### config.mk
export PLATFORM = sky130hd
export DESIGN_NAME = hazard_ctrl
export DESIGN_NICKNAME = d
export VERILOG_FILES = /design/src/rtl/hazard_ctrl.sv
export SDC_FILE = /design/constraint.sdc
export NUM_CORES = 1
export LEC_CHECK = 0
export ABC_AREA = 1
export CAP_MARGIN = 10
export CORE_AREA = 10 10 94 63
export CTS_CLUSTER_SIZE = 16
export DETAILED_ROUTE_END_ITERATION = 16
export DIE_AREA = 0 0 104 73
export GPL_TIMING_DRIVEN = 1
export SETUP_SLACK_MARGIN = 0.3
export SLEW_MARGIN = 20
export SYNTH_ARGS = -nofsm -noshare
export SYNTH_HDL_FRONTEND = slang
export SYNTH_SLANG_ARGS = --single-unit
### constraint.sdc
create_clock -name clk -period 3.6 [get_ports clk]
set_clock_uncertainty 0.2 [all_clocks]
set_input_delay 0.9 -clock clk [delete_from_list [all_inputs] [get_ports clk]]
set_output_delay 0.9 -clock clk [all_outputs]
set_load 0.01 [all_outputs]
### src/rtl/hazard_ctrl.sv
// hazard_ctrl: pipeline stall/flush/bubble and forwarding control for the 5-stage core.
// Latency: all controls are combinational (0 cycles) from inputs and registered FSM state.
// Backpressure: an unacknowledged data-memory access freezes the whole pipe; timeout -> sticky ERR.
//
// Ports:
//   clk, reset              : clock, synchronous active-high reset
//   id_rs1/id_rs2           : IF/ID source registers
//   ex_rs1/ex_rs2/ex_rd     : ID/EX register fields; ex_memread, ex_regwrite control bits
//   mem_rd, mem_regwrite    : EX/MEM destination; mem_req = MemRead | MemWrite
//   wb_rd, wb_regwrite      : MEM/WB destination
//   mem_ack                 : data memory completes the EX/MEM access this cycle
//   redirect                : taken branch/jump resolved in EX
//   *_stall / *_flush / mem_wb_bubble : pipeline register and PC controls
//   fwd_a/fwd_b             : 00 regfile, 10 EX/MEM result, 01 MEM/WB value
//   mem_timeout_err         : high while the FSM is in ERR
//
// Config macro HAZARD_FWD_EN: defined -> forwarding enabled; undefined -> no forwarding,
// every RAW hazard against ID/EX or EX/MEM stalls the front end instead.
module hazard_ctrl #(
  parameter int unsigned MEM_TIMEOUT = 15
) (
  input  logic       clk,
  input  logic       reset,
  input  logic [4:0] id_rs1,
  input  logic [4:0] id_rs2,
  input  logic [4:0] ex_rs1,
  input  logic [4:0] ex_rs2,
  input  logic [4:0] ex_rd,
  input  logic       ex_memread,
  input  logic       ex_regwrite,
  input  logic [4:0] mem_rd,
  input  logic       mem_regwrite,
  input  logic       mem_req,
  input  logic [4:0] wb_rd,
  input  logic       wb_regwrite,
  input  logic       mem_ack,
  input  logic       redirect,
  output logic       pc_stall,
  output logic       if_id_stall,
  output logic       id_ex_stall,
  output logic       ex_mem_stall,
  output logic       if_id_flush,
  output logic       id_ex_flush,
  output logic       mem_wb_bubble,
  output logic [1:0] fwd_a,
  output logic [1:0] fwd_b,
  output logic       mem_timeout_err
);

  localparam logic [7:0] TIMEOUT_CNT = 8'(MEM_TIMEOUT);

  typedef enum logic [1:0] {
    RUN      = 2'd0,
    MEM_WAIT = 2'd1,
    ERR      = 2'd2
  } state_t;

  state_t     state, state_nxt;
  logic [7:0] wcnt, wcnt_nxt;
  logic       frozen;
  logic       load_use;

  // A register number names a producer hazard only when it is not x0.
  function automatic logic hit(input logic [4:0] rd, input logic [4:0] rs);
    return (rd != 5'd0) && (rd == rs);
  endfunction

  always_ff @(posedge clk) begin
    if (reset) begin
      state <= RUN;
      wcnt  <= 8'd0;
    end else begin
      state <= state_nxt;
      wcnt  <= wcnt_nxt;
    end
  end

  always_comb begin
    state_nxt = state;
    wcnt_nxt  = wcnt;
    case (state)
      RUN: begin
        if (mem_req && !mem_ack) begin
          state_nxt = MEM_WAIT;
          wcnt_nxt  = 8'd1;
        end
      end
      MEM_WAIT: begin
        if (mem_ack) begin
          state_nxt = RUN;
          wcnt_nxt  = 8'd0;
        end else if (wcnt == TIMEOUT_CNT) begin
          state_nxt = ERR;
        end else begin
          wcnt_nxt = wcnt + 8'd1;
        end
      end
      ERR: begin
        state_nxt = ERR;
      end
      default: begin
        state_nxt = RUN;
        wcnt_nxt  = 8'd0;
      end
    endcase
  end

  // The freeze starts in the very cycle an access goes unacknowledged (still in RUN)
  // and an ack in MEM_WAIT releases it in the same cycle.
  always_comb begin
    frozen = 1'b0;
    case (state)
      RUN:      frozen = mem_req && !mem_ack;
      MEM_WAIT: frozen = !mem_ack;
      ERR:      frozen = 1'b1;
      default:  frozen = 1'b0;
    endcase
  end

  logic unused_cfg;

`ifdef HAZARD_FWD_EN
  function automatic logic [1:0] fwd_sel(input logic [4:0] rs);
    if (mem_regwrite && hit(mem_rd, rs))
      return 2'b10;
    else if (wb_regwrite && hit(wb_rd, rs))
      return 2'b01;
    else
      return 2'b00;
  endfunction

  assign load_use   = ex_memread && (hit(ex_rd, id_rs1) || hit(ex_rd, id_rs2));
  assign fwd_a      = fwd_sel(ex_rs1);
  assign fwd_b      = fwd_sel(ex_rs2);
  assign unused_cfg = ex_regwrite;
`else
  // Without forwarding the consumer waits in ID until the producer reaches MEM/WB;
  // the register file writes before it reads, so MEM/WB itself never stalls.
  assign load_use = ((ex_memread || ex_regwrite) && (hit(ex_rd, id_rs1) || hit(ex_rd, id_rs2)))
                 || (mem_regwrite && (hit(mem_rd, id_rs1) || hit(mem_rd, id_rs2)));
  assign fwd_a      = 2'b00;
  assign fwd_b      = 2'b00;
  assign unused_cfg = ^{ex_rs1, ex_rs2, wb_rd, wb_regwrite};
`endif

  // Priority: freeze, then redirect, then load-use. Redirect is ignored while frozen
  // because the EX/MEM source is held and will present it again after the release.
  always_comb begin
    pc_stall      = 1'b0;
    if_id_stall   = 1'b0;
    id_ex_stall   = 1'b0;
    ex_mem_stall  = 1'b0;
    if_id_flush   = 1'b0;
    id_ex_flush   = 1'b0;
    mem_wb_bubble = 1'b0;
    if (frozen) begin
      pc_stall      = 1'b1;
      if_id_stall   = 1'b1;
      id_ex_stall   = 1'b1;
      ex_mem_stall  = 1'b1;
      mem_wb_bubble = 1'b1;
    end else if (redirect) begin
      if_id_flush = 1'b1;
      id_ex_flush = 1'b1;
    end else if (load_use) begin
      pc_stall    = 1'b1;
      if_id_stall = 1'b1;
      id_ex_flush = 1'b1;
    end
  end

  assign mem_timeout_err = (state == ERR);

endmodule

# ---- Word level (Yosys, flattened, before mapping)
# Cells that the tools add are included.
dict set report totals {
  out_inout_bits 12
  inputBits 44
  reg_bits 10
  word_cells 48
}
dict set report classes {
  n_reduce_logical 17
  mux 17
  n_eq_ne 10
  add_sub_neg 1
  n_bitwise 1
}
# op n
set op_table {}
lappend op_table {{two-way mux 8 bit} 3}
lappend op_table {{one-hot mux 8 bit (3 select lines)} 1}
lappend op_table {{== test 5 bit} 4}
lappend op_table {{nonzero test 5 bit} 2}
lappend op_table {{adder 8 x 1 -> 8 bit, second input constant} 1}
lappend op_table {{== test 8 x 4 -> 1 bit, second input constant} 1}
lappend op_table {{two-way mux 1 bit} 8}
lappend op_table {{logical AND 1 bit} 7}
lappend op_table {{two-way mux 2 bit} 3}
lappend op_table {{!= test 3 bit, second input constant} 2}
lappend op_table {{one-hot mux 2 bit (3 select lines)} 1}
lappend op_table {{logical OR 1 bit} 4}
lappend op_table {{one-hot mux 1 bit (3 select lines)} 1}
lappend op_table {{AND reduction 3 bit} 1}
lappend op_table {{== test 2 x 1 -> 1 bit, second input constant} 1}
lappend op_table {{== test 2 bit, second input constant} 1}
lappend op_table {{zero test 2 bit} 1}
lappend op_table {{!= test 2 bit, second input constant} 1}
lappend op_table {{AND reduction 2 bit} 1}
lappend op_table {{zero test 1 bit} 1}
lappend op_table {{inverter 1 bit} 1}

# ---- Logic depth before layout (Yosys ltp)
# Gate-level depths: netlist of the first run.
dict set report logic_depth {
  ltp_word 8
  depth_mapped 11
  ltp_nobuf 10
}

# ---- Least setup slack after synthesis of the first run
# OpenSTA, ideal clock, no wires.
dict set report synth_timing {
  path_kind {in2out}
  from {input mem_ack}
  to {output id_ex_flush}
  t_required_ps 2500
  arrival_time_ps 1670
  path_buffers 0
  stages 8
  setup_slack_ps 830
  cell_sequence {inv_1 nand2_1 nand2_1 o21ai_2 inv_1 nor2_1 inv_1 nand2_1}
}
dict set report synth_between {
  elab_chain_len 4
}
# element line_no
set synth_lines {}
lappend synth_lines {{start: declaration} 36} ;# input logic mem_ack,
lappend synth_lines {{zero test 1 bit (*)} {113, 114}}
lappend synth_lines {{logical AND 1 bit} 113} ;# RUN: frozen = mem_req && !mem_ack;
lappend synth_lines {{one-hot mux 1 bit (3 select lines) (*)} 112} ;# case (state)
lappend synth_lines {{two-way mux 1 bit (*)} 156} ;# if (frozen) begin
lappend synth_lines {{end: declaration} 43} ;# output logic id_ex_flush,
# Every way passes the cells marked *; elsewhere a longest branch is shown, timed or not.

# ---- Final worst setup path of the first run
dict set report layout_timing {
  from {input mem_req}
  to {output if_id_flush}
}
dict set report layout_between {
  elab_chain_len 3
}
# element line_no
set layout_lines {}
lappend layout_lines {{start: declaration} 33} ;# input logic mem_req,
lappend layout_lines {{logical AND 1 bit} 113}
lappend layout_lines {{one-hot mux 1 bit (3 select lines)} 112}
lappend layout_lines {{two-way mux 1 bit} 156}
lappend layout_lines {{end: declaration} 42} ;# output logic if_id_flush,
# Every way passes these cells.

==> flow_summary.yaml, run 1 <==
global_routing:
  gr-total-overflow: 0
  antenna_found_initial: 0
  grt_pass1_vias: 1158
  gr-usage-all-layers: 0.0773
  grt_max_degree: 10
  grt_pass1_wl_um: 5030
floorplanning:
  die_h_um: 73
  die_area_um2: 7590
  core_area_um2: 4330
  rows: 19
  die-width_um: 104
  initial_core_util: 0.239
  io_pins: 56
cells_and_area:
  diodes: 0
  syn_to_final_growth_pct: 50.2
  fin_cells: 304
  drive_gt1_frac: 0.124
  finalCoreUtilization: 0.358
  fin_nets: 287
  final_common_cell: "nand2_1"
  final_cell_mix: "nand2_1, inv_1, nor2_1"
place:
  port_buffers: 35
  gp_congestion: 0.812
  dp_hpwl_um: 2570
  placed_cells: 300
critical_path:
  r2r-end: "wcnt[0]$_SDFFE_PP0P_"
  crit_chain: "clkdlybuf4s50_1 -> nand2_1 -> nand2_1 -> o21ai_2 -> inv_1 -> nor2_1 -> clkdlybuf4s15_1"
  crit_family: "buffers and inverters"
  timing.rr.start: "wcnt[0]$_SDFFE_PP0P_"
  crit_path_frequent_cell: "nand2_1"
  critical_path_class: "input port to output pin"
  worst_path_largest_cell_delay_ps: 420
  setup.worst_path.start: "mem_req"
  cp-start-kind: "input port"
  cpMaxStageDelayCell: "clkdlybuf4s50_1"
  r2r_slack_ps: 1850
  crit_fanout: 2
  r2r_cells: 8
  cp.buffers_inverters: 3
  arrival_ps: 2060
  end_kind: "output pin"
  cp.required_ps: 2500
power_and_ir_drop:
  power_density_nw_per_um2: 275
  ir_worst_vdd_mv: 0.102
  p_leak_uw: 0.000873
worst_hold_path:
  hp-start: "wcnt[1]$_SDFFE_PP0P_"
  worst_hold_path.endpoint: "wcnt[1]$_SDFFE_PP0P_"
  hold_path.class: "flop to flop"
  hold_depth: 2
clocking:
  clock_path_buffers: 2
  htreeDepth: 1
  hold_buffers: 0
  clock_latency_ps: 240
  root_buffer: "clkbuf_8"
  clkSinkCount: 10
  cts_tree: "built"
  numCtsBuffers: 3
  path_clk_slew_ps: 50
detailed_routing:
  wire_per_inst_um: 9.66
  ant_nets: 0
  wirelength_um: 2940
  vias_per_cell: 3.97
  drc_errors: 0
  drt_iter0_markers: 42
  first_pass_iters: 4
  num_vias: 1206
sta:
  fmax_mhz: 316
  drv_slew: 0
  rsz0062_at_grt: "no"
  timing.final.crit_share: 0.878
  finalHoldViolCount: 0
  finalSetupViolCount: 0
  finalCriticalPeriod_ps: 3160
  hold_slack_ps: 311
yosys:
  yosys_warnings: 0
  synthCells: 194
  synth_cell_type_count: 23
  syn_area_um2: 1030
  synth_top_area_share: 0.258
  ys_seq_area_frac: 0.194
  ys_ff_latch: 10
  synth_top_area_cell: "nand2_1"
  avgSynthCellArea_um2: 5.32
  synth.area.top_cells: "nand2_1, dfxtp_1, inv_1, nor2_1, buf_4"
flow_run:
  maxCapViolations: 0
status:
  outcome: "completed"
-- worst max path at each step --
stage | to | slack [ps] | cells past startpoint
finish | if_id_flush | 440 | 7
CTS | if_id_stall | 300 | 12
global placement | id_ex_flush | -220 | 10
detailed placement | id_ex_flush | -200 | 12
global route | if_id_flush | 320 | 7
floorplan | id_ex_flush | 830 | 8
-- metrics by stage --
step / TNS, ps / cell area [um^2] / power (uW) / setup slack, ps
final: 0 / 1550 / 427 / 439
after global routing: 0 / 1550 / 461 / 325
after CTS: 0 / 1540 / 437 / 300
after detailed placement: -582 / 1510 / 306 / -198
after global placement: -660 / 1510 / 307 / -223
after floorplan: 0 / 1040 / 216 / 830
-- report_power, final --
group          internal [uW]  switching [uW]  leakage [uW]
Combinational           75.2            89.7      0.000763
Sequential               116            5.30     0.0000811
Clock                   96.2            44.9     0.0000288
-- sequential cells by signal (all words and copies together), names as in the netlist --
register,cells
state,2
wcnt,8
-- synthesized netlist by cell type --
| library cell | number |
|---|---|
| nand2_1 | 71 |
| inv_1 | 36 |
| nor2_1 | 25 |
| dfxtp_1 | 10 |
| nand3_1 | 9 |
| buf_4 | 7 |
| o21ai_0 | 6 |
| a21oi_1 | 5 |
| nor3_1 | 4 |
| xnor2_1 | 4 |
| nand2_2 | 2 |
| nand3b_1 | 2 |
| nand4_1 | 2 |
| o21ai_2 | 2 |
| a21o_1 | 1 |
| a21oi_2 | 1 |
| conb_1 | 1 |
| ha_1 | 1 |
| inv_4 | 1 |
| nand2_4 | 1 |
| nor2_2 | 1 |
| nor4_1 | 1 |
| xor2_1 | 1 |
-- area by class of cell --
type / count / area, um^2
fillers: 480 / 2780
multi-input cells: 143 / 657
repair buffers: 47 / 418
flip-flops and latches: 10 / 200
inverters: 37 / 141
well taps: 63 / 78.8
clock buffers: 4 / 55.1
-- worst reg2reg max path: stages, from the launching register on --
cell,delay (ps)
dfxtp_1,400
ha_1,230
nand3_1,170
nor2_2,180
nand2_2,80
nand2_4,120
inv_4,60
o21ai_0,140
nor2_1,60
-- metal layers --
layer / up-vias / track usage / share of wire
met3: 2 / 0.0185 / 0.059
met5: - / 0 / 0
met1: 504 / 0.101 / 0.52
met4: 0 / 0.0276 / 0.0048
li1: 671 / - / -
met2: 29 / 0.121 / 0.42
-- timing repair --
item                       CTS  global route
resized for setup           38             5
hold endpoints to repair     0             0
setup endpoints to repair    7             3
setup buffers                0             0
pin swaps                    4             0
-- kinds of logic after synthesis --
group / count (synthesis) / synth area share
and+or+nand+nor: 118 / 0.474
buffers and inverters: 44 / 0.188
AOI/OAI and AO/OA: 15 / 0.0861
DFF: 10 / 0.194
xor gates and xnor gates: 5 / 0.0424
adders and majority gates: 1 / 0.0121
other: 1 / 0.00363
Power figures use the tool's default switching activity.
==> inputs of run 2 (changes only) <==
ABC_CLOCK_PERIOD_IN_PS = 3600   (was default)
==> results of run 2 <==
The final DEF is identical to that of run 1; final timing and power are the same.
==> inputs of run 3 (changes only) <==
ABC_AREA = default   (was 1)
CORE_AREA = 10 10 87 59   (was 10 10 94 63)
DIE_AREA = 0 0 97 69   (was 0 0 104 73)
==> run 3 against run 2 <==
  * Cell count fell by 36%
  * Register-to-register slack lost 350 ps
  * Clock power is 21% lower
  * Global-route usage increased by 0.48 points
  * Die area shrank 12%
  * Area after synthesis down 16%
  * Critical path depth shrank 1
  * Flip-flop and latch count is the same
  * Via count fell by 26%
  * Power decreased by 20%
  * Design area is 17% lower
  * Largest power group is now sequential cells
==> flow_summary.yaml, run 3 <==
status:
  outcome: "completed"
yosys:
  ys_seq_area_frac: 0.232
  synth_top_area_share: 0.232
  avgSynthCellArea_um2: 8.14
  synth_edf_count: 0
  syn_area_um2: 863
  ys_ff_latch: 10
  synthCells: 106
  synth.area.top_cells: "dfxtp_1, xor2_1, buf_4, a21oi_1, nor2_1"
  synth_cell_type_count: 33
  yosys_warnings: 0
  yosys.cell_count.top_type: "xor2_1"
  synth_top_area_cell: "dfxtp_1"
  synthTopCellsByCount: "xor2_1, nor2_1, a21oi_1, dfxtp_1, buf_4"
  synth_flop_cell: "dfxtp_1"
  async_flop_share: 0
clocking:
  clkSinkCount: 10
  numCtsBuffers: 3
  root_buffer: "clkbuf_8"
  hold_buffers: 0
  cts_tree: "built"
  clock_latency_ps: 230
  clock_path_buffers: 2
  path_clk_slew_ps: 40
  htreeDepth: 1
global_routing:
  grt_pass1_wl_um: 4660
  grt_max_degree: 10
  grt_pass1_vias: 919
  gr-total-overflow: 0
  gr-usage-all-layers: 0.0821
  antenna_found_initial: 0
sta:
  fin_tns_setup_ps: 0
  rsz0062_at_grt: "no"
  setup_ws_ps: 359
  timing.final.crit_share: 0.900
  finalHoldViolCount: 0
  drv_slew: 0
  finalSetupViolCount: 0
  finalCriticalPeriod_ps: 3240
  fmax_mhz: 309
critical_path:
  arrival_ps: 2140
  crit_family: "buffers and inverters"
  cp.depth: 6
  r2r_cells: 5
  cp.required_ps: 2500
  worst_path_largest_cell_delay_ps: 420
  cpMaxStageDelayCell: "clkdlybuf4s50_1"
  cp-start-kind: "input port"
  crit_fanout: 3
  end_kind: "output pin"
  critical_path_class: "input port to output pin"
  crit_chain: "clkdlybuf4s50_1 -> or2_4 -> a21oi_4 -> inv_1 -> buf_4 -> clkdlybuf4s15_1"
  cp.buffers_inverters: 4
detailed_routing:
  first_pass_iters: 4
  drt_iter0_markers: 18
  wire_per_inst_um: 14.6
  drc_errors: 0
  vias_per_cell: 4.61
  wirelength_um: 2840
  num_vias: 898
  ant_nets: 0
floorplanning:
  rows: 17
  io_pins: 56
  core_area_um2: 3550
  die_area_um2: 6690
  initial_core_util: 0.243
  die-width_um: 97
  die_h_um: 69
place:
  preCtsSetupSlack_ps: -441
  dp_hpwl_um: 2320
  placed_cells: 190
  gp_congestion: 0.795
  port_buffers: 35
cells_and_area:
  regArea_um2: 200
  top_regs: "wcnt: 8 flops, state: 2 flops"
  fin_nets: 195
  final_cell_mix: "xor2_1, clkbuf_2, nor2_1"
  final_common_cell: "xor2_1"
  regMostFlops: "wcnt"
  finalCoreUtilization: 0.362
  fin_cells: 195
  fill_cells: 393
  diodes: 0
  multiInputGateArea_um2: 669
  drive_gt1_frac: 0.324
  largest_reg_flops: 8
  syn_to_final_growth_pct: 49.1
worst_hold_path:
  hold_path.class: "flop to flop"
  hold_depth: 2
power_and_ir_drop:
  ir_worst_vdd_mv: 0.284
  power_density_nw_per_um2: 266
  p_leak_uw: 0.000536
flow_run:
  maxCapViolations: 0
==> run 3: worst paths after layout <==
| kind | from | to | slack [ps] |
|---|---|---|---|
| hold reg to reg | wcnt[7]$_SDFFE_PP0P_ | wcnt[7]$_SDFFE_PP0P_ | 310 |
| setup / recovery | mem_req | ex_mem_stall | 360 |
| setup reg to reg | wcnt[4]$_SDFFE_PP0P_ | wcnt[0]$_SDFFE_PP0P_ | 1500 |
| hold / removal | wcnt[7]$_SDFFE_PP0P_ | wcnt[7]$_SDFFE_PP0P_ | 310 |
==> run 3: cell type report <==
class                   instances  area share
clock buffers                   3      0.0321
inverters                       2     0.00583
multi-input cells              90       0.520
flip-flops and latches         10       0.155
well taps                      47      0.0457
repair buffers                 43       0.241
==> run 3: where the power goes <==
group | switching [uW] | internal [uW]
registers | 4.41 | 114
logic | 55.4 | 56.5
clock network | 39.5 | 72.9
total | 99.3 | 243
==> run 3: logic make-up after synthesis <==
family,count (synthesis),share of synthesized area
fa+ha+maj,1,0.0145
flops,10,0.232
compound gates,24,0.191
xor+xnor,25,0.254
other cells,1,0.00434
simple gates,36,0.235
buf+inv,9,0.0696
==> run 3: per-stage QoR <==
| stage | total power (uW) | cell area (um^2) | hold slack (ps) |
|---|---|---|---|
| 6_report | 342 | 1290 | 311 |
| 2_1_floorplan | 173 | 875 | 260 |
| 4_1_cts | 340 | 1300 | 312 |
| 5_1_grt | 365 | 1290 | 356 |
| 3_3_place_gp | 233 | 1280 | 286 |
| 3_5_place_dp | 237 | 1280 | 297 |
==> run 3: worst reg2reg max path, delay by kind of cell, from the launching register on <==
kind | cells | cell delay (ps)
AND/OR/NAND/NOR | 3 | 930
AO/OA/AOI/OAI | 2 | 500
flip-flops | 1 | 340
==> run 3: metal layers <==
metal | up-vias | share of wire | GRT usage
met3 | 2 | 0.057 | 0.0317
met1 | 411 | 0.51 | 0.112
met4 | 0 | 0.0014 | 0.00969
li1 | 452 | - | -
met2 | 33 | 0.44 | 0.121
met5 | - | 0 | 0
==> run 3: timing repair <==
action                                  4_1_cts  5_1_grt
endpoints found under the hold margin         0        0
resized for setup                            56       34
pin swaps                                     8       13
endpoints found under the setup margin        7        7
setup buffers                                 1        1
